## src/rtl/delay_chain_ctrl_pkg.sv

```systemverilog
// Shared types and helpers for the delay chain controller: state encoding, length type
// and the length clamp applied to run-time length requests.
package delay_chain_pkg;

   localparam int PKG_MAX_LEN = 32;
   localparam int PKG_LW      = $clog2(PKG_MAX_LEN + 1);

   typedef logic [PKG_LW-1:0] len_t;

   typedef enum logic {
      ST_FILL = 1'b0,
      ST_RUN  = 1'b1
   } ctrl_state_e;

   // Works on plain integers so instances with a different MAX_LEN can share it.
   function automatic int unsigned clamp_len(input int unsigned len,
                                             input int unsigned min_len,
                                             input int unsigned max_len);
      if (len < min_len) return min_len;
      if (len > max_len) return max_len;
      return len;
   endfunction

endpackage

```

## src/rtl/delay_chain_ctrl_if.sv

```systemverilog
// Bundle of the controller's stream, config and chain-side signals.
// slave = controller view, master = surrounding logic / chain view.
interface delay_chain_ctrl_if #(
   parameter int DW = 8,
   parameter int LW = 6
);
   logic          s_valid;
   logic          s_ready;
   logic [DW-1:0] s_data;

   logic          cfg_valid;
   logic          cfg_ready;
   logic [LW-1:0] cfg_len;
   logic          cfg_clamped;
   logic [LW-1:0] cur_len;
   logic          primed;

   logic          chain_en;
   logic [LW-1:0] chain_length;
   logic [DW-1:0] chain_din;
   logic [DW-1:0] chain_dout;

   logic          m_valid;
   logic          m_ready;
   logic [DW-1:0] m_data;

   modport slave (
      input  s_valid, s_data, cfg_valid, cfg_len, chain_dout, m_ready,
      output s_ready, cfg_ready, cfg_clamped, cur_len, primed,
             chain_en, chain_length, chain_din, m_valid, m_data
   );

   modport master (
      output s_valid, s_data, cfg_valid, cfg_len, chain_dout, m_ready,
      input  s_ready, cfg_ready, cfg_clamped, cur_len, primed,
             chain_en, chain_length, chain_din, m_valid, m_data
   );

endinterface

```

## src/rtl/delay_chain_ctrl_fill.sv

```systemverilog
// Fill counter: counts samples pushed into the chain since the last restart and
// strobes done on the increment that reaches the target length.
module dly_fill_counter #(
   parameter int LW = 6
) (
   input  logic          clk,
   input  logic          rst_n,
   input  logic          clear,
   input  logic          incr,
   input  logic [LW-1:0] target,
   output logic          done
);

   logic [LW-1:0] fill_cnt_q;
   logic [LW-1:0] fill_cnt_d;
   logic [LW-1:0] fill_cnt_inc;

   assign fill_cnt_inc = fill_cnt_q + LW'(1);

   always_comb begin
      fill_cnt_d = fill_cnt_q;
      if (clear) begin
         fill_cnt_d = '0;
      end else if (incr) begin
         fill_cnt_d = fill_cnt_inc;
      end
   end

   // The owner stops incrementing once done fires, so the count never passes target.
   assign done = incr & ~clear & (fill_cnt_inc == target);

   always_ff @(posedge clk or negedge rst_n) begin
      if (!rst_n) begin
         fill_cnt_q <= '0;
      end else begin
         fill_cnt_q <= fill_cnt_d;
      end
   end

endmodule

```

## src/rtl/delay_chain_ctrl.sv

```systemverilog
// Stream controller in front of a reconfigurable delay chain: discards the fill after reset or a
// length change, then forwards delayed samples. Define DELAY_CHAIN_CTRL_STATS_EN for discard_cnt.
module delay_chain_ctrl
   import delay_chain_pkg::*;
#(
   parameter int  DW      = 8,
   parameter int  MAX_LEN = 32,
   parameter int  MIN_LEN = 2,
   parameter int  DEF_LEN = 8,
   localparam int LW      = $clog2(MAX_LEN + 1)
) (
   input  logic               clk,
   input  logic               rst_n,
   delay_chain_ctrl_if.slave  bus
`ifdef DELAY_CHAIN_CTRL_STATS_EN
   ,
   output logic [15:0]        discard_cnt
`endif
);

   ctrl_state_e   state_q;
   ctrl_state_e   state_d;
   logic [LW-1:0] cur_len_q;
   logic [LW-1:0] cur_len_d;
   logic          m_valid_q;
   logic          m_valid_d;
   logic          cfg_clamped_q;
   logic          cfg_clamped_d;

   logic [LW-1:0] clamped_len;
   logic          cfg_ready;
   logic          cfg_acc;
   logic          s_ready;
   logic          acc;
   logic          fill_incr;
   logic          fill_done;
   logic          primed;

   assign clamped_len = LW'(clamp_len(32'(bus.cfg_len), MIN_LEN, MAX_LEN));

   // Handshake: a length change only when no output is pending, and it beats data.
   always_comb begin
      cfg_ready = ~m_valid_q;
      cfg_acc   = bus.cfg_valid & cfg_ready;
      s_ready   = (~m_valid_q | bus.m_ready) & ~cfg_acc;
      acc       = bus.s_valid & s_ready;
      fill_incr = acc & (state_q == ST_FILL);
      primed    = (state_q == ST_RUN);
   end

   dly_fill_counter #(
      .LW (LW)
   ) u_fill (
      .clk    (clk),
      .rst_n  (rst_n),
      .clear  (cfg_acc),
      .incr   (fill_incr),
      .target (cur_len_q),
      .done   (fill_done)
   );

   always_ff @(posedge clk or negedge rst_n) begin
      if (!rst_n) begin
         state_q <= ST_FILL;
      end else begin
         state_q <= state_d;
      end
   end

   // Any accepted request restarts the fill, even with an unchanged length.
   always_comb begin
      state_d = state_q;
      if (cfg_acc) begin
         state_d = ST_FILL;
      end else if ((state_q == ST_FILL) && fill_done) begin
         state_d = ST_RUN;
      end
   end

   always_comb begin
      cur_len_d     = cur_len_q;
      cfg_clamped_d = 1'b0;
      if (cfg_acc) begin
         cur_len_d     = clamped_len;
         cfg_clamped_d = (clamped_len != bus.cfg_len);
      end
      if (acc && (state_q == ST_RUN)) begin
         m_valid_d = 1'b1;
      end else if (bus.m_ready) begin
         m_valid_d = 1'b0;
      end else begin
         m_valid_d = m_valid_q;
      end
   end

   always_ff @(posedge clk or negedge rst_n) begin
      if (!rst_n) begin
         cur_len_q     <= LW'(DEF_LEN);
         m_valid_q     <= 1'b0;
         cfg_clamped_q <= 1'b0;
      end else begin
         cur_len_q     <= cur_len_d;
         m_valid_q     <= m_valid_d;
         cfg_clamped_q <= cfg_clamped_d;
      end
   end

   // Chain enable tracks acceptance, so the chain holds its output under backpressure.
   assign bus.s_ready      = s_ready;
   assign bus.cfg_ready    = cfg_ready;
   assign bus.cfg_clamped  = cfg_clamped_q;
   assign bus.cur_len      = cur_len_q;
   assign bus.primed       = primed;
   assign bus.chain_en     = acc;
   assign bus.chain_length = cur_len_q;
   assign bus.chain_din    = bus.s_data[DW-1:0];
   assign bus.m_valid      = m_valid_q;
   assign bus.m_data       = bus.chain_dout[DW-1:0];

`ifdef DELAY_CHAIN_CTRL_STATS_EN
   logic [15:0] discard_cnt_q;
   logic [15:0] discard_cnt_d;

   always_comb begin
      discard_cnt_d = discard_cnt_q;
      if (fill_incr && (discard_cnt_q != 16'hFFFF)) begin
         discard_cnt_d = discard_cnt_q + 16'd1;
      end
   end

   always_ff @(posedge clk or negedge rst_n) begin
      if (!rst_n) begin
         discard_cnt_q <= '0;
      end else begin
         discard_cnt_q <= discard_cnt_d;
      end
   end

   assign discard_cnt = discard_cnt_q;
`endif

endmodule

```

## src/flat_wrapper.sv

```systemverilog
// flat-port wrapper written by rule: the top's interface ports become plain ports
module delay_chain_ctrl_flat import delay_chain_pkg::*;
#(
   parameter int  DW      = 8,
   parameter int  MAX_LEN = 32,
   parameter int  MIN_LEN = 2,
   parameter int  DEF_LEN = 8,
   localparam int LW      = $clog2(MAX_LEN + 1)
)
  (clk, rst_n, bus_s_valid, bus_s_data, bus_cfg_valid, bus_cfg_len, bus_chain_dout, bus_m_ready, bus_s_ready, bus_cfg_ready, bus_cfg_clamped, bus_cur_len, bus_primed, bus_chain_en, bus_chain_length, bus_chain_din, bus_m_valid, bus_m_data);
  delay_chain_ctrl_if #(.DW(DW), .LW((6))) bus_i ();
  input  logic clk;
  input  logic rst_n;
  input wire logic [$bits(bus_i.s_valid)-1:0] bus_s_valid;
  input wire logic [$bits(bus_i.s_data)-1:0] bus_s_data;
  input wire logic [$bits(bus_i.cfg_valid)-1:0] bus_cfg_valid;
  input wire logic [$bits(bus_i.cfg_len)-1:0] bus_cfg_len;
  input wire logic [$bits(bus_i.chain_dout)-1:0] bus_chain_dout;
  input wire logic [$bits(bus_i.m_ready)-1:0] bus_m_ready;
  output wire logic [$bits(bus_i.s_ready)-1:0] bus_s_ready;
  output wire logic [$bits(bus_i.cfg_ready)-1:0] bus_cfg_ready;
  output wire logic [$bits(bus_i.cfg_clamped)-1:0] bus_cfg_clamped;
  output wire logic [$bits(bus_i.cur_len)-1:0] bus_cur_len;
  output wire logic [$bits(bus_i.primed)-1:0] bus_primed;
  output wire logic [$bits(bus_i.chain_en)-1:0] bus_chain_en;
  output wire logic [$bits(bus_i.chain_length)-1:0] bus_chain_length;
  output wire logic [$bits(bus_i.chain_din)-1:0] bus_chain_din;
  output wire logic [$bits(bus_i.m_valid)-1:0] bus_m_valid;
  output wire logic [$bits(bus_i.m_data)-1:0] bus_m_data;
  assign bus_i.s_valid = bus_s_valid;
  assign bus_i.s_data = bus_s_data;
  assign bus_i.cfg_valid = bus_cfg_valid;
  assign bus_i.cfg_len = bus_cfg_len;
  assign bus_i.chain_dout = bus_chain_dout;
  assign bus_i.m_ready = bus_m_ready;
  assign bus_s_ready = bus_i.s_ready;
  assign bus_cfg_ready = bus_i.cfg_ready;
  assign bus_cfg_clamped = bus_i.cfg_clamped;
  assign bus_cur_len = bus_i.cur_len;
  assign bus_primed = bus_i.primed;
  assign bus_chain_en = bus_i.chain_en;
  assign bus_chain_length = bus_i.chain_length;
  assign bus_chain_din = bus_i.chain_din;
  assign bus_m_valid = bus_i.m_valid;
  assign bus_m_data = bus_i.m_data;
  delay_chain_ctrl #(.DW(DW), .MAX_LEN(MAX_LEN), .MIN_LEN(MIN_LEN), .DEF_LEN(DEF_LEN)) u_core (.clk(clk), .rst_n(rst_n), .bus(bus_i));
endmodule
```

## config.mk

```make
export PLATFORM = sky130hd
export DESIGN_NAME = delay_chain_ctrl_flat
export DESIGN_NICKNAME = d
export VERILOG_FILES = /design/src/rtl/delay_chain_ctrl_pkg.sv /design/src/rtl/delay_chain_ctrl_if.sv /design/src/rtl/delay_chain_ctrl_fill.sv /design/src/rtl/delay_chain_ctrl.sv /design/src/flat_wrapper.sv
export SDC_FILE = /design/constraint.sdc
export NUM_CORES = 1
export LEC_CHECK = 0
export CELL_PAD_IN_SITES_DETAIL_PLACEMENT = 0
export CELL_PAD_IN_SITES_GLOBAL_PLACEMENT = 2
export CORE_MARGIN = 1
export CORE_UTILIZATION = 18
export CTS_BUF_LIST = sky130_fd_sc_hd__clkbuf_8
export CTS_CLUSTER_SIZE = 20
export DETAILED_ROUTE_END_ITERATION = 16
export PLACE_DENSITY_LB_ADDON = 0.1
export SYNTH_ARGS = -nofsm -noshare
export SYNTH_HDL_FRONTEND = slang
export SYNTH_SLANG_ARGS = --single-unit
```

## constraint.sdc

```tcl
create_clock -name clk -period 1.3 [get_ports clk]
set_input_delay 0.13 -clock clk [delete_from_list [all_inputs] [get_ports clk]]
set_output_delay 0.13 -clock clk [all_outputs]
set_load 0.02 [all_outputs]
```

==> results.env <==
CTS_SINKS=15
VIA_PER_INST=4.03
FAILED_CHECKS='setup timing'
SYNTH_ENABLE_FLOP_CELLS=0
FIN_CRIT_NS=1.42
FINAL_CORE_UTILIZATION_PCT=29.4
CELLLEAKAGEPOWER_nW=0.708
NUMBER_OF_GLOBAL_ROUTE_VIAS_BEFORE_REPAIR=857
FINCLKSKEW_NS=0.00521
SYNTH_ASYNC_SR_FLOP_SHARE_PCT=100
TIMING.FINAL.SETUP_VIOLATIONS=7
SYNTH.LIB_CELLS_USED.DISTINCT=30
FMAX_MHz=706
SYN_AVG_CELL_AREA_UM2=9.29
WORST-SETUP-PATH-TYPE='reg2reg'
CAP_VIOL_MAX_COUNT=0
FINALHOLDVIOLCOUNT=0
LAYOUT-DRIVE-GT1-SHARE_PCT=38.5
DESIGN.CORE.AREA_UM2=5170
TIGHTESTPINTRANSITION_NS=0.311
NUM-NETS-FINAL=172
DR.FIRST_ITER.DRC_COUNT=19
GRT_SETUP_UNREPAIRED='yes'
SLEW_HEADROOM_PCT=78.9
IOPINCOUNT=61
FILLCELLCOUNT=560
SYNTH.FF_LATCH_COUNT=15
DESIGN.DIE.AREA_UM2=5770
CLASSIFICATION_OF_THE_WORST_SLACK_HOLD_PATH='in2async'
SYNTHESIS.INSTANCES=106
CLOCK_PIN_SLEW_ON_THE_WORST_SETUP_AND_HOLD_PATHS_NS=0.07
GROUTE.USAGE.OVERALL_PCT=9.63
H-TREE-DEPTH=1
DRC=0
CRIT_PATH_START_KIND='register'
CRITPATHARRIVALTIME_NS=1.58
WL_UM=2700
LAYOUT_WORST_PATH_CYCLE_SHARE_PCT=109
SYNTHESIS.YOSYS.WARNINGS=0
DETAILEDROUTE.FIRSTPASSITERATIONCOUNT=2
SYNTH_SEQ_AREA_SHARE_PCT=38.2
CTS-BUFFERS-INSERTED=3
RUN_STATUS='finished with violations'
MOST-COMMON-LAYOUT-CELLS='sky130_fd_sc_hd__buf_4, sky130_fd_sc_hd__nand2_1, sky130_fd_sc_hd__dlygate4sd2_1'
LAYOUT_COMMONEST_CELL='sky130_fd_sc_hd__buf_4'
HOLD_WS_NS=0.201
DRV_SLEW=0
CLKLATENCYLATEPIN_NS=0.25
CTS_MAX_PATH_BUFFERS=2
AREA_GROWTH_PCT=54.3
FLOORPLAN.INITIALDENSITY_PCT=19.0
TRITONCTS='yes'
VIAS=858
DIE-WIDTH_UM=76.0
CRITPATHMAXFANOUT=5
FINALSETUPTNS_NS=-0.528
FLOORPLAN.ROWS=26
GRT_FIRST_PASS_WIRELENGTH_UM=4310
SETUP.WORST_PATH.END_CLASS='register'
SYN-NUM-NETS=134
POSTLAYOUTSETUPSLACKWORST_NS=-0.116
DIE_SPAN_Y_UM=76.0
REQUIRED_TIME_WORST_ENDPOINT_NS=1.46
ROOT_BUFFER='sky130_fd_sc_hd__clkbuf_8'
SYN-CELL-AREA_UM2=985
GRT_MAX_DEGREE=16
POWER_PER_CELL_AREA_nW_PER_UM2=861
FINAL_REPLACE_WEIGHTED_CONGESTION=0.759
WL_PER_CELL_UM=12.7
NUM_ANTENNA_CELLS=0
ANTENNA_VIOLATIONS_BEFORE_REPAIR=0
PORT-BUFFER-COUNT=28
HPWL_UM=1960
FINAL_ANTENNA_NET_COUNT=0
IR_DROP_V=0.000536
GLOBAL_ROUTE.OVERFLOW_TOTAL=0
SYNTH_TOP_FLOP_CELL='sky130_fd_sc_hd__dfrtp_1'
## metal layers
layer / share of wire [%] / wire, um / GRT usage, %
met5: 0 / 0 / 0
met1: 44 / 1190 / 11.5
met3: 7.0 / 190 / 4.10
met4: 1.4 / 39 / 2.69
met2: 47 / 1280 / 15.8
## metrics by stage
stage	total power, W	area (um^2)	std cells	worst slack (ns)
floorplan	0.000802	997	106	-0.117
global placement	0.000938	1360	202	-0.464
detailed placement	0.000937	1360	202	-0.477
CTS	0.00131	1430	208	-0.139
global route	0.00140	1520	213	-0.199
finish	0.00131	1520	213	-0.116
## flip-flops by register name, indices dropped and copies added, names as in the netlist
| register | flops |
|---|---|
| u_core.bus.chain_length | 6 |
| u_core.u_fill.fill_cnt_q | 6 |
| u_core.bus.cfg_clamped | 1 |
| u_core.bus.m_valid | 1 |
| u_core.bus.primed | 1 |
## worst max-delay path, cell delays in order, from the launching register on
cell,delay (ns)
sky130_fd_sc_hd__dfrtp_2,0.43
sky130_fd_sc_hd__nor2b_4,0.15
sky130_fd_sc_hd__buf_6,0.12
sky130_fd_sc_hd__or3_4,0.43
sky130_fd_sc_hd__o31ai_1,0.19
## timing repair
item / in CTS / in global routing
gates resized for setup: 30 / 21
hold buffers: 0 / 0
setup endpoints to repair: 24 / 12
pin swaps: 2 / 6
hold endpoints to repair: 0 / 0
setup buffers: 2 / 6
## layout make-up
type	count	area (um^2)	area share, %
Clock buffer	3	41.3	2.72
Inverter	3	11.3	0.741
Multi-Input combinational cell	63	494	32.5
Timing Repair Buffer	58	503	33.1
Clock inverter	1	3.75	0.247
Sequential cell	15	378	24.9
Tap cell	70	87.6	5.77
## power breakdown
part | internal [W] | switching, W | total, W | leakage, nW
clock | 0.000209 | 0.000177 | 0.000387 | 0.0269
combinational | 0.000195 | 0.000198 | 0.000393 | 0.485
sequential | 0.000499 | 0.0000290 | 0.000528 | 0.196
total | 0.000904 | 0.000404 | 0.00131 | 0.708
## final timing paths
check                                      startpoint  cells past startpoint                          end  slack, ns
setup / recovery                   u_core.bus.m_valid                      4  u_core.u_fill.fill_cnt_q[3]      -0.12
hold / removal                                  rst_n                      2  u_core.u_fill.fill_cnt_q[1]       0.20
setup reg to reg                   u_core.bus.m_valid                      4  u_core.u_fill.fill_cnt_q[3]      -0.12
hold reg to reg            u_core.bus.chain_length[3]                      2   u_core.bus.chain_length[3]       0.49
max in group asynchronous                       rst_n                      2   u_core.bus.chain_length[3]       0.84
min in group clk                        bus_s_data[5]                      0             bus_chain_din[5]       0.26
## synth_stat cells (all sizes together) (2+ instances only)
master  count  share of area (%)
nand2      16                6.1
o21ai       3                1.5
nand3b      3                2.3
o31ai       5                3.8
xnor2       7                6.2
dfrtp      14                 36
nor2        5                1.9
buf        24                 19
nor2b       2                2.0
nand3       4                2.0
xor2        4                3.6
nor3        2                1.5
inv         3                1.1
o311ai      3                2.7
## cells by family after synthesis
logic type,synth area share [%]
fa+ha+maj,1.27
simple gates,20.8
xor+xnor,9.78
buf+inv,20.2
flops,38.2
compound gates,9.66
Note: power is estimated with default switching activity, not from simulation.
